--- config.mk ---
export PLATFORM = sky130hd
export DESIGN_NAME = fifo_wr_arbiter
export DESIGN_NICKNAME = d
export VERILOG_FILES = /design/src/rtl/fifo_wr_arbiter_pkg.sv /design/src/rtl/fifo_wr_arbiter_rr_pick.sv /design/src/rtl/fifo_wr_arbiter.sv
export SDC_FILE = /design/constraint.sdc
export NUM_CORES = 1
export LEC_CHECK = 0
export BUFFER_PORTS_ARGS = -buffer_cell sky130_fd_sc_hd__buf_2
export CORE_UTILIZATION = 44
export CTS_BUF_LIST = sky130_fd_sc_hd__clkbuf_4
export CTS_CLUSTER_SIZE = 20
export DETAILED_ROUTE_END_ITERATION = 8
export PLACE_DENSITY = 0.86
export SLEW_MARGIN = 20
export SYNTH_ARGS = -nofsm -noshare
export SYNTH_HDL_FRONTEND = slang
export SYNTH_SLANG_ARGS = --single-unit
--- constraint.sdc ---
create_clock -name w_clk -period 2 [get_ports w_clk]
set_input_delay 0.3 -clock w_clk [delete_from_list [all_inputs] [get_ports w_clk]]
set_output_delay 0.3 -clock w_clk [all_outputs]
set_load 0.02 [all_outputs]
--- src/rtl/fifo_wr_arbiter_pkg.sv ---
// Shared types and constants for the FIFO write-port arbiter.
// The package is named fifo_arb_pkg.
package fifo_arb_pkg;

    typedef enum logic {
        IDLE = 1'b0,
        LOCK = 1'b1
    } arb_state_t;

    localparam int STAT_W = 16;

    function automatic int owner_id_w(input int num_req);
        return (num_req > 1) ? $clog2(num_req) : 1;
    endfunction

endpackage

--- src/rtl/fifo_wr_arbiter_rr_pick.sv ---
// Combinational round-robin picker: first requester above last_owner, wrapping.
module rr_pick
    import fifo_arb_pkg::*;
#(
    parameter int NUM_REQ = 4,
    parameter int ID_W    = owner_id_w(NUM_REQ)
) (
    input  logic [NUM_REQ-1:0] req,
    input  logic [ID_W-1:0]    last_owner,
    output logic               found,
    output logic [ID_W-1:0]    pick_id
);

    logic [NUM_REQ-1:0] rot;
    int                 sum;

    // rot[j] is requester (last_owner+1+j) mod NUM_REQ; lowest j wins
    always_comb begin
        found   = 1'b0;
        pick_id = last_owner;
        sum     = 0;
        rot     = NUM_REQ'({req, req} >> (int'(last_owner) + 1));
        for (int j = NUM_REQ - 1; j >= 0; j--) begin
            if (rot[j[ID_W-1:0]]) begin
                found = 1'b1;
                sum   = int'(last_owner) + 1 + j;
                if (sum >= NUM_REQ) begin
                    sum = sum - NUM_REQ;
                end
                pick_id = ID_W'(sum);
            end
        end
    end

endmodule

--- src/rtl/fifo_wr_arbiter.sv ---
// Round-robin arbiter sharing the async FIFO write port between NUM_REQ burst requesters.
// Optional statistics outputs are enabled with `define FIFO_WR_ARB_STATS_EN.
module fifo_wr_arbiter
    import fifo_arb_pkg::*;
#(
    parameter int DATA_SIZE = 8,
    parameter int NUM_REQ   = 4,
    parameter int MAX_BURST = 8
) (
    input  logic                         w_clk,
    input  logic                         w_rst,
    input  logic [NUM_REQ-1:0]           req_valid,
    input  logic [NUM_REQ-1:0]           req_last,
    input  logic [NUM_REQ*DATA_SIZE-1:0] req_data,
    output logic [NUM_REQ-1:0]           req_ready,
    input  logic                         w_full,
    output logic                         w_en,
    output logic [DATA_SIZE-1:0]         w_data,
    output logic [$clog2(NUM_REQ)-1:0]   grant_id,
    output logic                         busy
`ifdef FIFO_WR_ARB_STATS_EN
    ,
    output logic [NUM_REQ*STAT_W-1:0]    stat_beats,
    output logic [STAT_W-1:0]            stat_full_stall
`endif
);

    localparam int              ID_W      = $clog2(NUM_REQ);
    localparam int              CNT_W     = $clog2(MAX_BURST + 1);
    localparam logic [CNT_W-1:0] LAST_BEAT = CNT_W'(MAX_BURST - 1);

    arb_state_t       state;
    arb_state_t       state_nxt;
    logic [ID_W-1:0]  owner;
    logic [ID_W-1:0]  pick_id;
    logic [CNT_W-1:0] beat_cnt;
    logic             found;
    logic             owner_valid;
    logic             owner_last;
    logic             release_burst;

    rr_pick #(
        .NUM_REQ (NUM_REQ),
        .ID_W    (ID_W)
    ) u_pick (
        .req        (req_valid),
        .last_owner (owner),
        .found      (found),
        .pick_id    (pick_id)
    );

    // owner doubles as last_owner: it is only rewritten at a new grant
    assign owner_valid   = req_valid[owner];
    assign owner_last    = req_last[owner];
    assign release_burst = w_en && (owner_last || (beat_cnt == LAST_BEAT));
    assign grant_id      = owner;

    always_ff @(posedge w_clk) begin
        if (!w_rst) begin
            state <= IDLE;
        end else begin
            state <= state_nxt;
        end
    end

    always_comb begin
        state_nxt = state;
        case (state)
            IDLE:    if (found) state_nxt = LOCK;
            LOCK:    if (release_burst) state_nxt = IDLE;
            default: state_nxt = IDLE;
        endcase
    end

    always_comb begin
        req_ready = '0;
        w_en      = 1'b0;
        busy      = (state == LOCK);
        if (state == LOCK) begin
            req_ready[owner] = !w_full;
            w_en             = owner_valid && !w_full;
        end
    end

    always_comb begin
        w_data = '0;
        for (int i = 0; i < NUM_REQ; i++) begin
            if (owner == ID_W'(i)) begin
                w_data = req_data[i*DATA_SIZE +: DATA_SIZE];
            end
        end
    end

    always_ff @(posedge w_clk) begin
        if (!w_rst) begin
            owner    <= ID_W'(NUM_REQ - 1);
            beat_cnt <= '0;
        end else if ((state == IDLE) && found) begin
            owner    <= pick_id;
            beat_cnt <= '0;
        end else if (release_burst) begin
            beat_cnt <= '0;
        end else if (w_en) begin
            beat_cnt <= beat_cnt + 1'b1;
        end
    end

`ifdef FIFO_WR_ARB_STATS_EN
    localparam logic [STAT_W-1:0] STAT_SAT = '1;

    always_ff @(posedge w_clk) begin
        if (!w_rst) begin
            stat_beats      <= '0;
            stat_full_stall <= '0;
        end else begin
            for (int i = 0; i < NUM_REQ; i++) begin
                if (w_en && (owner == ID_W'(i)) &&
                    (stat_beats[i*STAT_W +: STAT_W] != STAT_SAT)) begin
                    stat_beats[i*STAT_W +: STAT_W] <= stat_beats[i*STAT_W +: STAT_W] + 1'b1;
                end
            end
            if ((state == LOCK) && owner_valid && w_full && (stat_full_stall != STAT_SAT)) begin
                stat_full_stall <= stat_full_stall + 1'b1;
            end
        end
    end
`endif

endmodule

==> impl.org, run 1 <==
** Timing
- Timing would allow up to between 500 and 600 MHz.
- Layout Skew :: between 0.0005 and 0.0006 ns
- The final-report max-slew violation count was 0.
- Dividing the final minimum period by the clock period gives 0.976.
- Final setup margin :: roughly 0.048 ns
- Final hold analysis gives a worst-case slack of 0.337 ns.
- Time the final worst path needs with I/O delays and setup :: ~2.0 ns
- In this run the tightest slew margin relative to its limit is 0.744.
- Least-Margin Pin Slew :: around 0.38 ns
- Setup violations remaining at the end of the flow were counted as 0.
- The final count of hold timing violations came to 0.
- Setup repair after global routing could not meet its margin everywhere.

** Yosys
- Post-Synthesis Cells :: 133
- Ranked by total cell area, the synthesized netlist is headed by sky130_fd_sc_hd__dfxtp_1, sky130_fd_sc_hd__a21oi_1, sky130_fd_sc_hd__nand2_1.
- Area leader, netlist :: sky130_fd_sc_hd__dfxtp_1
- When the netlist entered floorplanning its net count stood at between 150 and 200.
- Synth warnings :: 0
- The synthesized netlist occupies a cell area of 941 µm².
- By count the netlist is led by sky130_fd_sc_hd__nand2_1, sky130_fd_sc_hd__a21oi_1, sky130_fd_sc_hd__nand3b_1, sky130_fd_sc_hd__o21ai_0, sky130_fd_sc_hd__dfxtp_1.
- Synth unique cells :: 36
- Most frequently used cell type in the post-synthesis netlist :: sky130_fd_sc_hd__nand2_1
- A synthesized cell averages slightly above 7 µm².
- Among all flip-flop cells after synthesis, the most frequent one is sky130_fd_sc_hd__dfxtp_1.
- After synthesis the netlist holds a flip-flop and latch count of 7.
- Of the post-synthesis cell area, the dominant cell type holds 0.149.
- The synthesized design contains 0 enable-type register cells.
- Sequential fraction of the synthesis area :: 0.149
- For this run, asynchronously set or reset flops after synthesis account for 0.

** Floorplanning
- DIE HEIGHT :: 48.2 µm
- Die Area :: approximately 0.0023 mm²
- In this run the core area contains 16 standard-cell rows.
- I/O Pins :: 59
- Initial core utilization :: 0.475
- Horizontal extent of the die :: around 48 µm
- Core region area :: 0.00198 mm²

** Global routing
- Number of global-route vias before repair :: ~900
- Total congestion overflow :: 0
- The first global-routing pass estimated between 3000 and 4000 µm of wire.
- Entering global routing, the biggest net connects 18 pins.
- Overall track demand over capacity in global routing :: 0.219
- Number of antenna violations at the first check in global routing :: 0

** Route
- Using the TritonRoute via totals, the vias-per-cell ratio works out to roughly 5.5.
- Vias after detailed routing :: between 1000 and 1500
- In the routed design, unresolved DRC markers number 0.
- Remaining antenna violation count :: 0
- Routed wire length :: about 2900 µm
- The first routing iteration left 24 violations.
- Dividing the detail-routed wire length by the instance count gives approximately 13 µm.
- Before antenna repair, the detailed router went through 4 iterations.

** CTS
- Clock sink count :: 7
- Hold repair after CTS inserted 0 buffers.
- CTS tree :: done
- Clock tree synthesis inserted a total of 3 buffers.
- In this run the number of H-tree levels came out at 1.
- Largest buffer count on any clock path :: 2
- At the later pin of the worst-skew pair, clock insertion delay measures 0.25 ns.
- CTS Root Buffer Type :: sky130_fd_sc_hd__clkbuf_4
- Clock-pin slew was measured on the worst setup and hold paths at around 0.05 ns.

** Worst hold path
- Path type of the worst min-delay path :: in2reg

** Run
- Across the run, the number of max-cap violations was 0.

** Placed design
- Total of buffers placed on input and output ports :: 58
- DP Cell Count :: approximately 210
- Routability cong. :: 0.833
- Area post-placement :: 0.00127 mm²
- Post-place setup slack :: between 0.2 and 0.25 ns
- HPWL after DPL :: 2180 µm

** Cells and area
- Layout net count :: 240
- Non-filler cells in the finished layout :: around 220
- The number of antenna diodes in the final layout is 0.
- Compared with the post-synthesis result, the final layout area differs by 49.3%.
- Fraction of layout instances using a drive strength above 1 :: 0.503
- Total non-filler cell area in the finished layout :: roughly 0.0014 mm²

** Setup path
- CP Capture Type :: output pin
- Biggest fanout along the worst timing path :: 17
- The worst setup path is of the reg2out kind.
- Critical Path RT :: between 1.5 and 2 ns
- Setup crit start kind :: register
- Data arrives at the worst endpoint at 1.65 ns.

** Pwr
- IR analysis of the VDD net gives a maximum drop of 0.000766 V.
- Power Dens Cells :: around 1300 mW/mm²
- Summed over all cells, the static leakage comes to 0.649 nW.

** Status
- The run finished with clean final reports.
## cell type report
cell class,instances,area [µm²]
clock buffer,4,30.0
fill,165,577
inverter,5,22.5
multi-input combinational,110,803
sequential,7,148
tap,27,33.8
timing repair buffer,65,368
## path summary, 6_finish.rpt
path          startpoint           to  slack, ns  cells past startpoint
max reg2reg  grant_id[0]  grant_id[1]       0.30                      7
min                w_rst         busy       0.34                      3
max          grant_id[1]    w_data[4]       0.05                      7
min reg2reg         busy         busy       0.52                      2
## power by group
group / total (mW) / switching, mW / internal, mW
registers: 0.219 / 0.0425 / 0.176
clock network: 0.139 / 0.0496 / 0.0895
logic: 1.41 / 0.782 / 0.632
total: 1.77 / 0.874 / 0.898
## routing by layer
layer	vias to the layer above	global-route usage	part of all wire
met5	-	0	0
met4	0	0.0222	0.0028
met3	2	0.0593	0.097
met2	67	0.413	0.50
met1	538	0.251	0.40
li1	592	-	-
## cell usage in the layout, fill, tap and decap left out, types with 2 or more instances in the layout
cell type,netlist,final
sky130_fd_sc_hd__and2_1,4,4
sky130_fd_sc_hd__dfxtp_1,7,5
sky130_fd_sc_hd__o21ai_2,0,8
sky130_fd_sc_hd__o221ai_1,2,2
sky130_fd_sc_hd__xnor2_1,2,2
sky130_fd_sc_hd__xor2_1,3,3
sky130_fd_sc_hd__a21oi_1,20,15
sky130_fd_sc_hd__mux4_2,2,2
sky130_fd_sc_hd__inv_1,5,4
sky130_fd_sc_hd__clkbuf_4,0,4
sky130_fd_sc_hd__buf_2,1,51
sky130_fd_sc_hd__buf_6,1,2
sky130_fd_sc_hd__a211o_1,2,2
sky130_fd_sc_hd__ha_4,0,2
sky130_fd_sc_hd__nand2_1,23,22
sky130_fd_sc_hd__nor2_1,6,6
sky130_fd_sc_hd__a21oi_2,1,6
sky130_fd_sc_hd__nand3b_1,10,10
sky130_fd_sc_hd__ha_1,5,3
sky130_fd_sc_hd__dfxtp_4,0,2
sky130_fd_sc_hd__nand3_1,4,4
sky130_fd_sc_hd__and3_1,2,2
sky130_fd_sc_hd__nor3_1,2,2
sky130_fd_sc_hd__buf_4,2,12
## cells by family after synthesis
logic type / count (synthesis) / synth area share
buffers and inverters: 16 / 0.0811
XOR/XNOR: 5 / 0.0466
AND/OR/NAND/NOR: 58 / 0.323
multiplexers: 4 / 0.0878
flip-flops: 7 / 0.149
adder cells (fa/ha/maj): 5 / 0.0665
AO/OA/AOI/OAI: 38 / 0.246
## critical path: stages, from the launching register on
cell                       delay [ns]
sky130_fd_sc_hd__dfxtp_4         0.36
sky130_fd_sc_hd__inv_1           0.11
sky130_fd_sc_hd__ha_4            0.23
sky130_fd_sc_hd__nand3b_1        0.16
sky130_fd_sc_hd__a21oi_1         0.18
sky130_fd_sc_hd__a21oi_1         0.07
sky130_fd_sc_hd__o21ai_2         0.13
sky130_fd_sc_hd__buf_4           0.16
## flip-flops by register name (all words and copies together), names as in the netlist
register and cells:
beat_cnt 4, grant_id 2, busy 1
## repair_timing
item / 4_1_cts / 5_1_grt
setup buffers: 1 / 2
setup endpoints to repair: 9 / 9
resized for setup: 2 / 20
pin swaps: 0 / 1
## stage by stage
stage / power [mW] / setup TNS (ns) / utilization
after floorplan: 1.13 / 0 / -
after global placement: 1.39 / 0 / 0.642
after detailed placement: 1.43 / 0 / 0.642
after CTS: 1.59 / 0 / 0.664
after global routing: 1.91 / -0.104 / 0.709
final: 1.77 / 0 / 0.709
No activity file was read; power rests on OpenSTA's default activity.
==> inputs of run 2 (changes only) <==
Settings changed: MAX_ROUTING_LAYER set to met4.
==> impl.org, run 2 (same netlist as run 1, synthesis figures left out) <==
** Setup path
- Delay of the slowest critical-path stage :: 0.36 ns (about the same)
- Biggest fanout along the worst timing path :: 17 (unchanged)
- The worst setup path category is reg2out (unchanged).
- Most common cell type on the critical path :: sky130_fd_sc_hd__a21oi_1 (unchanged)
- Worst path slowest cell :: sky130_fd_sc_hd__dfxtp_4 (unchanged)
- R2R Path Start :: grant_id[0] (unchanged)
- The kind of capture point of the worst setup path is an output pin (unchanged).
- Critical Path RT :: 1.70 ns (about the same)
- Setup crit start kind :: register (unchanged)
- The data arrival time of the critical path was 1.65 ns (about the same).
- Cells along the critical path: inv_1, ha_4, nand3b_1, a21oi_1, a21oi_1, o21ai_2, buf_4 (unchanged).
- Critical Path Source :: grant_id[1] (unchanged)

** Timing
- Layout Skew :: 0.00106 ns (was 0.000595 ns)
- Final slew viol count :: 0 (unchanged)
- Number of failing hold endpoints at the final stage :: 0 (unchanged)
- Setup repair after global routing missed its margin: true (unchanged).
- Time the final worst path needs with I/O delays and setup :: 1.95 ns (about the same)
- Max-slew headroom at the worst pin :: 0.741 (was 0.744)
- The share of the clock period used by the worst path after layout is 0.976 (about the same).
- The fmax was 512 MHz (about the same).
- The slew at the pin closest to its max-slew limit was 0.384 ns (was 0.382 ns).
- The final setup violation count is 0 (unchanged).

** Run
- Number of max-cap violations :: 0 (unchanged)

** Pwr
- Switching Share :: 0.492 (was 0.493)
- Share of total power in sequential cells :: 0.123 (about the same)
- The power share of the clock group came to 0.080 (was 0.078).
- Power Dens Cells :: 1260 mW/mm² (about the same)
- Int Pwr :: 0.898 mW (about the same)
- The worst voltage drop across the vdd grid came to 0.000764 V (was 0.000766 V).
- Combinational fraction of design power :: 0.797 (was 0.798)
- The leakage component of the power is 0.649 nW (unchanged).
- Net Switching :: 0.870 mW (was 0.874 mW)

** Cells and area
- The post-route cell area is 0.00141 mm² (unchanged).
- The final net count was 240 (unchanged).
- The fraction of final layout cells sized beyond drive strength 1 came to 0.503 (unchanged).
- The area added between synthesis and finish is 49.3% (unchanged).
- Commonest cells after routing, fill and taps aside: sky130_fd_sc_hd__buf_2, sky130_fd_sc_hd__nand2_1, sky130_fd_sc_hd__a21oi_1, sky130_fd_sc_hd__buf_4, sky130_fd_sc_hd__nand3b_1 (unchanged).
- The final standard cell count with taps included and fillers excluded is 218 (unchanged).
- Number of antenna cells inserted :: 0 (unchanged)
- Most frequent standard cell in the layout excluding fill and tap cells :: sky130_fd_sc_hd__buf_2 (unchanged)
- The flip-flop count of the largest register after layout is 4 (unchanged).
- Register bank with the most flops :: beat_cnt (unchanged)

** Placed design
- The routability congestion estimate came to 0.846 (was 0.833).
- The total of buffers placed on input and output ports is 58 (unchanged).
- HPWL after DPL :: 2180 µm (unchanged)
- The cell total after placement is 211 (unchanged).
- Area post-placement :: 0.00127 mm² (unchanged)

** Global routing
- The total routing resource utilization after global routing is 0.226 (was 0.219).
- Global routing met1 resource utilization :: 0.251 (unchanged)
- The number of antenna violations at the first check in global routing came to 0 (unchanged).
- M2 GR Usage :: 0.413 (unchanged)
- Global route hottest layer :: met2 (unchanged)
- The pin count of the biggest net entering global routing was 18 (unchanged).
- The final global-route overflow total came to 0 (unchanged).
- The wire length of the first global-routing pass is 3610 µm (unchanged).
- The number of global-route vias before repair is 899 (was 895).
- Global Route met3 Usage :: 0.0593 (unchanged)

** Worst hold path
- Path type of the worst min-delay path :: in2reg (unchanged)
- The start point of the worst min-delay path is w_rst (unchanged).

** Status
- Run status :: complete, no violations (unchanged)

** Floorplanning
- DIE HEIGHT :: 48.2 µm (unchanged)
- I/O Pins :: 59 (unchanged)
- The effective utilization at floorplan came to 0.475 (unchanged).
- The area enclosed by the die boundary was 0.00233 mm² (unchanged).
- The area of the core region was 0.00198 mm² (unchanged).
- The placement row count was 16 (unchanged).
- The x dimension of the die came to 48.2 µm (unchanged).

** Route
- The first-pass iteration count of the detailed router was 4 (unchanged).
- DR DRC count :: 0 (unchanged)
- The final antenna-violating net count was 0 (unchanged).
- Post-detailed-route wirelength per cell :: 13.1 µm (was 13.2 µm)
- Vias after detailed routing :: 1190 (was 1199)
- DR vias/cell :: 5.46 (was 5.50)
- Routed wire length :: 2850 µm (was 2880 µm)
- The number of DRC violations after detailed-routing iteration 0 came to 23 (was 24).

** CTS
- The CTS sink count came to 7 (unchanged).
- The worst-skew pair later-pin latency is 0.25 ns (about the same).
- Number of buffers inserted by hold repair at cts :: 0 (unchanged)
- The clock root buffer is sky130_fd_sc_hd__clkbuf_4 (unchanged).
- The total clock buffers created by CTS was 3 (unchanged).
- The maximum clock insertion buffer count is 2 (unchanged).
- CTS tree :: done (unchanged)
- The clock slew at the register clock pins of the worst setup and hold paths was 0.05 ns (about the same).
- H-tree Lvls :: 1 (unchanged)
==> run 2: cell counts in the layout (fill, tap and decap cells not counted) <==
No cell type changed its count.
==> run 2: cell type report <==
cell class,instances,area (µm²)
Multi-Input combinational cell,110,803
Sequential cell,7,148
Timing Repair Buffer,65,368
Inverter,5,22.5
Tap cell,27,33.8
Clock buffer,4,30.0
Fill cell,165,577
==> run 2: routing by layer <==
layer,share of wire,up-vias
met1,0.40,533
li1,-,593
met3,0.091,4
met4,0.0060,0
met5,0,-
met2,0.50,60
==> run 2: worst paths after layout <==
| check | slack [ns] | to | depth (start not counted) |
|---|---|---|---|
| max reg2reg | 0.29 | grant_id[1] | 7 |
| min reg2reg | 0.52 | busy | 2 |
| max | 0.05 | w_data[4] | 7 |
| min | 0.33 | busy | 3 |
==> run 2: what timing repair did <==
action / 4_1_cts / 5_1_grt
setup endpoints to repair: 9 / 9
setup buffers: 1 / 2
pin swaps: 0 / 1
gates resized for setup: 2 / 20
==> run 2: power groups by stage <==
stage | combinational [mW] | sequential, mW | clock [mW]
global route | 1.54 | 0.222 | 0.157
finish | 1.41 | 0.218 | 0.141
floorplan | 0.894 | 0.241 | 0
detailed placement | 1.22 | 0.208 | 0
CTS | 1.25 | 0.206 | 0.143
global placement | 1.19 | 0.206 | 0
==> run 2: critical path: cells and delay by family, from the launching register on <==
family | cells | cell delay [ns]
fa+ha+maj | 1 | 0.23
compound gates | 3 | 0.38
buf+inv | 2 | 0.27
flops | 1 | 0.36
simple gates | 1 | 0.16
==> run 2: stage by stage <==
stage          worst slack, ns  setup TNS [ns]  total power [mW]   util  hold slack, ns
2_1_floorplan           0.0122               0              1.13      -           0.399
3_3_place_gp             0.241               0              1.39  0.642           0.464
3_5_place_dp             0.200               0              1.43  0.642           0.503
4_1_cts                0.00731               0              1.59  0.664           0.330
5_1_grt                -0.0393          -0.104              1.91  0.709           0.342
6_report                0.0483               0              1.77  0.709           0.334
==> inputs of run 3 (changes only) <==
--- a/constraint.sdc
+++ b/constraint.sdc
@@ -3,2 +3,2 @@
 set_output_delay 0.3 -clock w_clk [all_outputs]
-set_load 0.02 [all_outputs]
+set_load 0.005 [all_outputs]
==> impl.org, run 3 (same netlist as run 1, synthesis figures left out) <==
** Status
- Run status: complete, no violations (unchanged).

** Cells and area
- The antenna cell count came to 0 (unchanged).
- Register bank with the most flops :: beat_cnt (unchanged)
- FF/Latch Area :: 143 µm² (was 148 µm²)
- Synth-to-Final Area Change :: 42.6% (was 49.3%)
- Layout net count :: 239 (was 240)
- Utilization of the core after routing :: 0.677 (was 0.709)
- The post-route cell area is 0.00134 mm² (was 0.00141 mm²).
- The flip-flop count of the largest register after layout was 4 (unchanged).
- Commonest cells after routing, fill and taps aside :: sky130_fd_sc_hd__buf_2, sky130_fd_sc_hd__nand2_1, sky130_fd_sc_hd__a21oi_1, sky130_fd_sc_hd__nand3b_1, sky130_fd_sc_hd__o21ai_0 (was sky130_fd_sc_hd__buf_2, sky130_fd_sc_hd__nand2_1, sky130_fd_sc_hd__a21oi_1, sky130_fd_sc_hd__buf_4, sky130_fd_sc_hd__nand3b_1)
- Total of fill cells in the finished design :: 181 (was 165)
- The multi-input combinational cell area is 777 µm² (was 803 µm²).
- The fraction of final layout cells sized beyond drive strength 1 was 0.442 (was 0.503).
- Most frequent standard cell in the layout excluding fill and tap cells :: sky130_fd_sc_hd__buf_2 (unchanged)

** Placed design
- The total of buffers placed on input and output ports was 58 (unchanged).
- HPWL after DPL :: 2100 µm (was 2180 µm)
- The routability congestion estimate is 0.816 (was 0.846).
- Area post-placement :: 0.00124 mm² (was 0.00127 mm²)

** Pwr
- Total Power :: 1.47 mW (was 1.77 mW)
- The part of the power in combinational logic came to 0.767 (was 0.797).
- The power share of the clock group came to 0.100 (was 0.080).
- Max VDD drop :: 0.000606 V (was 0.000764 V)
- Int Pwr :: 0.824 mW (was 0.898 mW)
- The power density relative to cell area is 1100 mW/mm² (was 1260 mW/mm²).
- Leak Pwr :: 0.630 nW (was 0.649 nW)
- The sequential share of power is 0.133 (was 0.123).
- The switching power is 0.647 mW (was 0.870 mW).
- Switching Share :: 0.440 (was 0.492)

** Timing
- Layout Skew :: 0.00194 ns (was 0.00106 ns)
- Final slew viol count :: 0 (unchanged)
- The share of the clock period used by the worst path after layout came to 0.958 (was 0.976).
- Least-Margin Pin Slew :: 0.476 ns (was 0.384 ns)
- The max-slew headroom at the worst pin was 0.682 (was 0.741).
- Setup repair after global routing missed its margin :: false (was true)
- TNS Setup :: 0 ns (unchanged)
- Time the final worst path needs with I/O delays and setup :: 1.92 ns (was 1.95 ns)
- The fmax came to 522 MHz (was 512 MHz).
- Number of failing hold endpoints at the final stage :: 0 (unchanged)
- The final setup violation count came to 0 (unchanged).
- The minimum hold slack came to 0.338 ns (was 0.334 ns).

** Route
- Number of design-rule violations left by the first detailed-router iteration :: 21 (was 23)
- The aggregate routed wire length was 2730 µm (was 2850 µm).
- Remaining antenna violation count :: 0 (unchanged)
- The via count was 1176 (was 1190).
- Post-detailed-route wirelength per cell :: 12.6 µm (was 13.1 µm)
- DR DRC count :: 0 (unchanged)
- DR vias/cell :: 5.42 (was 5.46)
- Number of detailed-route iterations in the first pass :: 4 (unchanged)

** Setup path
- The largest incremental delay on the critical path came to 0.57 ns (was 0.36 ns).
- Setup crit start kind :: register (unchanged)
- The number of buffer and inverter stages on the critical path was 3 (was 2).
- Worst EP arrival :: 1.62 ns (was 1.65 ns)
- The worst setup path category is reg2out (unchanged).
- The required time at the worst-slack endpoint was 1.70 ns (about the same).
- Family of cells with the greatest summed delay on the critical path :: multiplexers (was compound AO/OA/AOI/OAI gates)
- CP Depth :: 5 (was 7)
- The critical path's slowest cell is sky130_fd_sc_hd__mux4_2 (was sky130_fd_sc_hd__dfxtp_4).
- Cells along the critical path :: buf_6, mux4_2, nand2_2, inv_1, buf_2 (was inv_1, ha_4, nand3b_1, a21oi_1, a21oi_1, o21ai_2, buf_4)
- Biggest fanout along the worst timing path :: 14 (was 17)
- Worst Reg-to-Reg Cells :: 5 (was 7)
- CP Capture Type :: output pin (unchanged)

** Floorplanning
- I/O Pins :: 59 (unchanged)
- Horizontal extent of the die :: 48.2 µm (unchanged)
- The area of the core region is 0.00198 mm² (unchanged).
- Initial core utilization :: 0.475 (unchanged)
- DIE HEIGHT :: 48.2 µm (unchanged)
- The area enclosed by the die boundary is 0.00233 mm² (unchanged).
- Placement row count :: 16 (unchanged)

** Global routing
- The most utilized layer in the global route result is met2 (unchanged).
- Global routing met1 resource utilization :: 0.256 (was 0.251)
- Number of antenna violations at the first check in global routing :: 0 (unchanged)
- The final global-route overflow total was 0 (unchanged).
- The total routing resource utilization after global routing came to 0.221 (was 0.226).
- M2 GR Usage :: 0.387 (was 0.413)
- The wire length of the first global-routing pass is 3460 µm (was 3610 µm).
- Global Route met3 Usage :: 0.0370 (was 0.0593)
- The pin count of the biggest net entering global routing came to 18 (unchanged).
- Number of global-route vias before repair :: 876 (was 899)

** Worst hold path
- Path type of the worst min-delay path :: in2reg (unchanged)
- Number of stages on the worst hold path :: 3 (unchanged)

** CTS
- The total clock buffers created by CTS came to 3 (unchanged).
- Clock-pin transition on the worst setup and hold timing paths :: 0.05 ns (about the same)
- Clock network latency to the later pin of the worst-skew pair :: 0.26 ns (was 0.25 ns)
- CTS Root Buffer Type :: sky130_fd_sc_hd__clkbuf_4 (unchanged)
- H-tree Lvls :: 1 (unchanged)
- The quantity of hold-fixing buffers added after cts is 0 (unchanged).
- The maximum clock insertion buffer count came to 2 (unchanged).
- Clock sink count :: 7 (unchanged)
- The TritonCTS clock tree is done (unchanged).

** Run
- Number of max-cap violations :: 0 (unchanged)
## run 3: changes by cell type in the layout (fill, tap and decap cells not counted), moves of 5 or more
cell and delta:
sky130_fd_sc_hd__o21ai_0 +8, sky130_fd_sc_hd__o21ai_2 -8, sky130_fd_sc_hd__buf_2 +7, sky130_fd_sc_hd__buf_4 -7, sky130_fd_sc_hd__a21oi_1 +5, sky130_fd_sc_hd__a21oi_2 -5
## run 3: final timing paths
| kind | from | to | slack, ns |
|---|---|---|---|
| max reg2reg | grant_id[0] | beat_cnt[3] | 0.31 |
| min reg2reg | beat_cnt[1] | beat_cnt[1] | 0.50 |
| max | grant_id[1] | w_en | 0.08 |
| min | w_rst | busy | 0.34 |
## run 3: through the flow
| stage | cells | worst slack [ns] |
|---|---|---|
| floorplan | 133 | 0.0320 |
| global placement | 211 | 0.273 |
| detailed placement | 211 | 0.233 |
| CTS | 215 | 0.00354 |
| global route | 217 | 0.00479 |
| finish | 217 | 0.0830 |
## run 3: cell type report
class / count / share of cell area
multi-input combinational: 110 / 0.579
timing repair buffer: 64 / 0.253
sequential: 7 / 0.106
tap: 27 / 0.0252
clock buffer: 4 / 0.0224
inverter: 5 / 0.0140
## run 3: metal layers
| layer | share of wire | up-vias |
|---|---|---|
| met5 | 0 | - |
| met4 | 0.011 | 0 |
| met3 | 0.094 | 5 |
| met2 | 0.47 | 60 |
| met1 | 0.42 | 524 |
| li1 | - | 587 |
## run 3: power groups by stage
stage	Clock [mW]	Combinational (mW)	Sequential, mW
2_1_floorplan	0	0.679	0.206
3_3_place_gp	0	0.956	0.184
3_5_place_dp	0	0.983	0.184
4_1_cts	0.150	0.993	0.182
5_1_grt	0.154	1.26	0.200
6_report	0.148	1.13	0.195
## run 3: timing repair
item,in CTS,in global routing
resized for setup,2,12
endpoints found under the hold margin,0,0
setup endpoints to repair,7,10
setup buffers,0,2
pin swaps,0,0
## run 3: tightest hold or removal path: cells and delay by family
kind	cells	cell delay, ns
buffers and inverters	1	0.14
and+or+nand+nor	2	0.11
